<file path="config.mk">
export PLATFORM = sky130hd
export DESIGN_NAME = window_burst_buffer
export DESIGN_NICKNAME = d
export VERILOG_FILES = /design/src/rtl/hog_pkg.sv /design/src/rtl/burst_buf_mem.sv /design/src/rtl/window_burst_buffer.sv
export SDC_FILE = /design/constraint.sdc
export NUM_CORES = 2
export LEC_CHECK = 0
export BUFFER_PORTS_ARGS = -buffer_cell sky130_fd_sc_hd__buf_4
export CAP_MARGIN = 10
export CORE_UTILIZATION = 62
export CTS_CLUSTER_SIZE = 28
export DETAILED_ROUTE_END_ITERATION = 8
export PLACE_DENSITY = 0.79
export SLEW_MARGIN = 20
export SYNTH_ARGS = -nofsm -noshare
export SYNTH_HDL_FRONTEND = slang
export SYNTH_HIERARCHICAL = 1
export SYNTH_SLANG_ARGS = --single-unit
</file>
<file path="constraint.sdc">
create_clock -name clk -period 10.97 [get_ports clk]
set_input_delay 1.097 -clock clk [delete_from_list [all_inputs] [get_ports clk]]
set_output_delay 1.097 -clock clk [all_outputs]
set_load 0.02 [all_outputs]
</file>
<file path="src/rtl/hog_pkg.sv">
// Shared HOG pipeline constants: serializer bus width, window size and level count.
package hog_pkg;

  localparam int BUS_WIDTH        = 128;
  localparam int WINDOW_WIDTH     = 1152;
  localparam int BEATS_PER_WINDOW = WINDOW_WIDTH / BUS_WIDTH;
  localparam int LEVELS           = 8;

  // Index width for a 0..n-1 counter, never narrower than one bit.
  function automatic int idx_width(input int n);
    return (n > 1) ? $clog2(n) : 1;
  endfunction

endpackage

</file>
<file path="src/rtl/burst_buf_mem.sv">
// Simple dual-port storage array: one synchronous write port, one asynchronous read port.
module burst_buf_mem #(
  parameter int DATA_WIDTH = 128,
  parameter int DEPTH_LOG2 = 5
) (
  input  logic                  clk,
  input  logic                  wr_en,
  input  logic [DEPTH_LOG2-1:0] wr_addr,
  input  logic [DATA_WIDTH-1:0] wr_data,
  input  logic [DEPTH_LOG2-1:0] rd_addr,
  output logic [DATA_WIDTH-1:0] rd_data
);

  logic [DATA_WIDTH-1:0] mem [2**DEPTH_LOG2];

  // Contents are intentionally not reset; only the parent's pointers are.
  always_ff @(posedge clk) begin
    if (wr_en) mem[wr_addr] <= wr_data;
  end

  assign rd_data = mem[rd_addr];

endmodule

</file>
<file path="src/rtl/window_burst_buffer.sv">
// Store-and-forward window buffer: releases a window only once all its beats are resident.
// Optional statistics counters are enabled with WINDOW_BURST_BUFFER_STATS_EN.
module window_burst_buffer #(
  parameter int DATA_WIDTH       = hog_pkg::BUS_WIDTH,
  parameter int DEPTH_LOG2       = 5,
  parameter int BEATS_PER_WINDOW = hog_pkg::BEATS_PER_WINDOW,
  parameter int CNT_WIDTH        = 16
) (
  input  logic                  clk,
  input  logic                  rst_n,
  input  logic [DATA_WIDTH-1:0] in_stream,
  input  logic                  in_valid,
  output logic                  in_ready,
  output logic [DATA_WIDTH-1:0] out_stream,
  output logic                  out_valid,
  input  logic                  out_ready,
  output logic                  out_last,
  output logic [DEPTH_LOG2:0]   windows_pending
`ifdef WINDOW_BURST_BUFFER_STATS_EN
  ,
  output logic [CNT_WIDTH-1:0]  windows_out,
  output logic [CNT_WIDTH-1:0]  stall_cycles
`endif
);

  localparam int BEAT_W = hog_pkg::idx_width(BEATS_PER_WINDOW);
  localparam logic [DEPTH_LOG2:0] DEPTH_CNT  = (DEPTH_LOG2+1)'(1) << DEPTH_LOG2;
  localparam logic [BEAT_W-1:0]   LAST_BEAT  = BEAT_W'(BEATS_PER_WINDOW - 1);

  // A window larger than the FIFO could never complete and would deadlock.
  if ((1 << DEPTH_LOG2) < BEATS_PER_WINDOW) begin : g_depth_chk
    $error("window_burst_buffer: 2**DEPTH_LOG2 must be >= BEATS_PER_WINDOW");
  end

  logic [DEPTH_LOG2-1:0] wr_ptr, rd_ptr;
  logic [DEPTH_LOG2:0]   count;
  logic [BEAT_W-1:0]     wr_beat, rd_beat;
  logic                  wr_en, rd_en, commit, release_win;

  assign in_ready    = (count < DEPTH_CNT);
  assign out_valid   = (windows_pending != '0);
  assign out_last    = out_valid && (rd_beat == LAST_BEAT);
  assign wr_en       = in_valid && in_ready;
  assign rd_en       = out_valid && out_ready;
  assign commit      = wr_en && (wr_beat == LAST_BEAT);
  assign release_win = rd_en && (rd_beat == LAST_BEAT);

  burst_buf_mem #(
    .DATA_WIDTH (DATA_WIDTH),
    .DEPTH_LOG2 (DEPTH_LOG2)
  ) u_mem (
    .clk     (clk),
    .wr_en   (wr_en),
    .wr_addr (wr_ptr),
    .wr_data (in_stream),
    .rd_addr (rd_ptr),
    .rd_data (out_stream)
  );

  always_ff @(posedge clk or negedge rst_n) begin
    if (!rst_n) begin
      wr_ptr          <= '0;
      rd_ptr          <= '0;
      count           <= '0;
      wr_beat         <= '0;
      rd_beat         <= '0;
      windows_pending <= '0;
    end else begin
      if (wr_en) begin
        wr_ptr  <= wr_ptr + 1'b1;
        wr_beat <= (wr_beat == LAST_BEAT) ? '0 : wr_beat + 1'b1;
      end
      if (rd_en) begin
        rd_ptr  <= rd_ptr + 1'b1;
        rd_beat <= (rd_beat == LAST_BEAT) ? '0 : rd_beat + 1'b1;
      end
      case ({wr_en, rd_en})
        2'b10:   count <= count + 1'b1;
        2'b01:   count <= count - 1'b1;
        default: count <= count;
      endcase
      // Commit and release in the same cycle cancel out.
      case ({commit, release_win})
        2'b10:   windows_pending <= windows_pending + 1'b1;
        2'b01:   windows_pending <= windows_pending - 1'b1;
        default: windows_pending <= windows_pending;
      endcase
    end
  end

`ifdef WINDOW_BURST_BUFFER_STATS_EN
  always_ff @(posedge clk or negedge rst_n) begin
    if (!rst_n) begin
      windows_out  <= '0;
      stall_cycles <= '0;
    end else begin
      if (release_win) windows_out <= windows_out + 1'b1;
      if (out_valid && !out_ready && (stall_cycles != '1))
        stall_cycles <= stall_cycles + 1'b1;
    end
  end
`else
  // Statistics disabled: no counters or ports.
`endif

endmodule

</file>
# Word level (Yosys, flattened, before mapping)

Memory sizes are Yosys's and may differ from the RTL's.
Index checks and enable logic that the tools add are counted.

Memories kept: 1
Bits in writable memories: 4,096
Bits in registers: 30
Input bits: 132

Memory list:

| name      | words | bits a word | rd ports | clocked after memory_dff | write ports | RTL line            | RTL |
|---|---|---|---|---|---|---|---|
| u_mem.mem | 32    | 128         | 1        | 0                        | 1           | burst_buf_mem.sv:14 | `logic [DATA_WIDTH-1:0] mem [2**DEPTH_LOG2];` |

Add/sub/neg operators: 8
Reduce and logical (&&, ||, !) cells: 8
Mux-type cells: 6
Eq/ne operators: 6
$lt $le $gt $ge: 1

Operator list:

| operator            | count |
|---|---|
| $pmux 6 s2          | 2 |
| $add 6x1->6 const B | 2 |
| $sub 6x1->6 const B | 2 |
| $add 5x1->5 const B | 2 |
| $add 4x1->4 const B | 2 |
| $eq 4x4->1 const B  | 2 |
| $mux 4              | 2 |
| $lt 6x6->1 const B  | 1 |
| $reduce_bool 6->1   | 1 |
| $logic_and 1x1->1   | 5 |
| $eq 2x1->1 const B  | 2 |
| $eq 2x2->1 const B  | 2 |
| $reduce_bool 2->1   | 2 |
| $mux 1              | 2 |

# Depth between registers and ports, before layout

Word-level depth: 5
Gate-level depth with buffers: 13
Gate-level depth less buffers: 12

# By module

The synthesis kept the hierarchy.

Modules (own cells, without submodules):

| module              | area an instance (um^2) | cells each | instances |
|---|---|---|---|
| burst_buf_mem       | 152,673.9               | 6,312      | 1 |
| window_burst_buffer | 1,786.7                 | 184        | 1 |

# Worst setup path after synthesis

Ideal clock, no wire load.

Path kind: in2reg
Start point: input port in_valid
End point: memory u_mem.mem[12][0], enable pin
Buffers on the path: 3
Path slack: 2.663 ns
Cell stages on the path: 7
Arrival time: 7.689 ns
Setup time: 0.617 ns
Data required time: 10.353 ns
Cells stage by stage: nand2b_1 -> clkbuf_1 -> inv_1 -> clkbuf_1 -> or3b_2 -> clkbuf_1 -> nor2_1

Longest elaborated chain between the ends: 3

Ends and longest elaborated chain:

| what                         | RTL line                  | RTL |
|---|---|---|
| start: declaration           | window_burst_buffer.sv:12 | `input logic in_valid,` |
| $logic_and 1x1->1            | window_burst_buffer.sv:43 | `assign wr_en = in_valid && in_ready;` |
| net wr_en                    | window_burst_buffer.sv:38 | `logic wr_en, rd_en, commit, release_win;` |
| $mux 1                       | burst_buf_mem.sv:18       | `if (wr_en) mem[wr_addr] <= wr_data;` |
| $mux 1 (not written as such) | burst_buf_mem.sv:18       |  |
| end: declaration             | burst_buf_mem.sv:14       |  |

The timed path passes the listed nets, and every way through them passes these cells.

# Worst setup path in the final report

Start point: register rd_ptr[2]
End point: output port out_stream[49]

Longest elaborated chain between the ends: 1

Ends and longest elaborated chain:

| what                     | RTL line                  | RTL |
|---|---|---|
| start: declaration       | window_burst_buffer.sv:35 | `logic [DEPTH_LOG2-1:0] wr_ptr, rd_ptr;` |
| start signal: assignment | window_burst_buffer.sv:74 | `rd_ptr <= rd_ptr + 1'b1;` |
| $mem_v2 32x128           | -                         |  |
| end: declaration         | window_burst_buffer.sv:14 | `output logic [DATA_WIDTH-1:0] out_stream,` |

Every way passes these cells.

==> results.cfg <==
[sta]
worstMarginPinSlew_ps = 1320
fin_crit_sh_pct = 59.2
hold_ws_ps = 100
setup_ws_ps = 4470
max-slew-margin-rel_pct = 11.9
rsz0062_at_grt = no
finClkSkew_ps = 92.2
period_minus_slack_ps = 6500
drv_slew = 0
fmax_mhz = 154
fin_tns_setup_ps = 0
finalHoldViolCount = 0
finalSetupViolations = 0

[route]
wl_per_cell_um = 39.7
drtIter0Drc = 12800
postRouteAntennaNets = 0
finalWirelength_um = 421000
vias_per_cell = 7.36
vias = 78000
dr.pass1.iters = 7
drc = 0

[floorplanning]
initial_core_util_pct = 62.6
die_h_um = 501
die_area_um2 = 251000
rows = 182
die_w_um = 501
core_um2 = 247000
io-pin-count = 269

[clocking]
clockBufferDepth = 4
cts_hold_buf = 0
htreeDepth = 5
post_cts_resized = 0
clk_pin_slew_ps = 60
cts_setup_buffers = 0
cts_buffers = 401
clock_tree.root_cell = clkbuf_16
cts_tree = yes
clk_latency_ps = 1000
cts_sinks = 4126

[worst_hold_path]
hold_class = in2async

[global_routing]
grt_first_pass_wirelength_um = 590000
antenna_found_initial = 35
grt_pass1_vias = 80400
grtUsageTotal_pct = 33.8
grt_max_degree = 167
grt_overflow_total = 0

[synthesis]
synth_seq_cells = 4126
synth_warnings = 6
synth_seq_area_share_pct = 80.1
dominantRegCellSynth = edfxtp_1
synth_cells = 6496
synth_edf_count = 4096
syn_nets = 6640
syn_area_per_cell_um2 = 23.8
synth_cell_type_count = 55
netlist_area_um2 = 154000
async_flop_share_pct = 0.727

[placement]
placed_area_um2 = 161000
dp_slack_ps = 5330
gp_congestion = 0.769
port_buffers = 268
post-dp-hpwl_um = 184000
dp_cells = 9862

[setup_path]
rrSetupSlack_ps = 5880
worst_setup_path_end_kind = primary output
timing.rr.start = count[5]
path_max_fanout = 115
cp-start-kind = flip-flop
r2r-end = u_mem/mem[6][65]
critPathRequiredTime_ps = 9870
critPathArrivalTime_ps = 5400
reg2reg_depth = 7
crit_type = reg2out

[finish]
drive_gt1_share_pct = 27.6
final_cell_mix = 4096 x edfxtp_1, 956 x mux4_2, 445 x o22ai_1
layout.nets = 7099
fin_util_pct = 70.2
design_area_um2 = 173000
area_delta_synth_final_pct = 12.2
final_cells = 10600
layout_commonest_cell = edfxtp_1

[power]
p_leak_nw = 52.3
p_per_area_nw_per_um2 = 179
ir_worst_vdd_mv = 0.158
power_mw = 31.0

[status]
status = finished clean

[flow_run]
maxCapViolations = 0
area by class of cell:
type	count	area (µm²)
fillers	13300	73600
clock inverters	214	2020
repair buffers	419	3630
well taps	3312	4140
flip-flops and latches	4126	124000
diodes	19	47.5
inverters	10	40.0
clock buffers	492	10500
multi-input cells	1997	29100
Yosys cell counts (all sizes together) (3+ instances only):
master / instances / area [µm²]
a21oi: 8 / 40.0
a22oi: 102 / 766
and3b: 3 / 26.3
buf: 238 / 1500
clkbuf: 125 / 503
dfrtp: 30 / 751
edfxtp: 4096 / 123000
ha: 12 / 150
inv: 10 / 40.0
mux2: 3 / 33.8
mux2i: 137 / 1370
mux4: 956 / 21500
nand2: 25 / 96.4
nand3: 40 / 200
nand3b: 8 / 60.1
nand4: 21 / 131
nor2: 45 / 171
nor2b: 6 / 37.5
nor3: 3 / 15.0
nor4: 111 / 694
o21ai: 14 / 70.1
o22ai: 445 / 2780
o31ai: 3 / 36.3
or3: 5 / 31.3
or3b: 4 / 35.0
xnor2: 12 / 105
xor2: 12 / 105
where the power goes:
group          total (mW)  internal [mW]  switching, mW  leakage [nW]
Sequential           17.3           17.3        0.00117          37.2
Clock                13.5           7.65           5.83          6.15
Combinational       0.245         0.0329          0.212          8.92
worst max-delay path by stage:
stage	endpoint	cells past startpoint	slack, ps	from
floorplan	u_mem/mem[12][0]	7	2660	in_valid
global placement	out_stream[106]	6	5340	rd_ptr[0]
detailed placement	u_mem/mem[6][97]	8	5330	in_valid
CTS	out_stream[23]	6	4390	rd_ptr[0]
global route	out_stream[87]	7	4230	rd_ptr[0]
finish	out_stream[49]	6	4470	rd_ptr[2]
flip-flops by register name (all words and copies together) (netlist names):
signal	flops
wr_beat	4
windows_pending	6
rd_ptr	5
count	6
wr_ptr	5
rd_beat	4
u_mem/mem	4096
routing by layer:
layer	track usage (%)	share of wire [%]	vias to the layer above
met1	43.4	32	40300
met5	0	0.051	-
met3	7.48	13	1440
met2	54.7	50	7033
met4	17.9	5.7	34
li1	-	-	29100
cell families after synthesis:
kind of cell / synth area share (%)
flip-flops: 80.1
multiplexers: 14.8
AO/OA/AOI/OAI: 2.44
buffers and inverters: 1.32
AND/OR/NAND/NOR: 1.04
XOR/XNOR: 0.136
adder cells (fa/ha/maj): 0.0972
worst max-delay path: stages, from the launching register on:
cell and delay, ps:
dfrtp_4 930, buf_12 550, buf_4 840, mux4_2 380, o22ai_1 100, nor4_1 930, buf_4 300
Note: power is estimated with default switching activity, not from simulation.
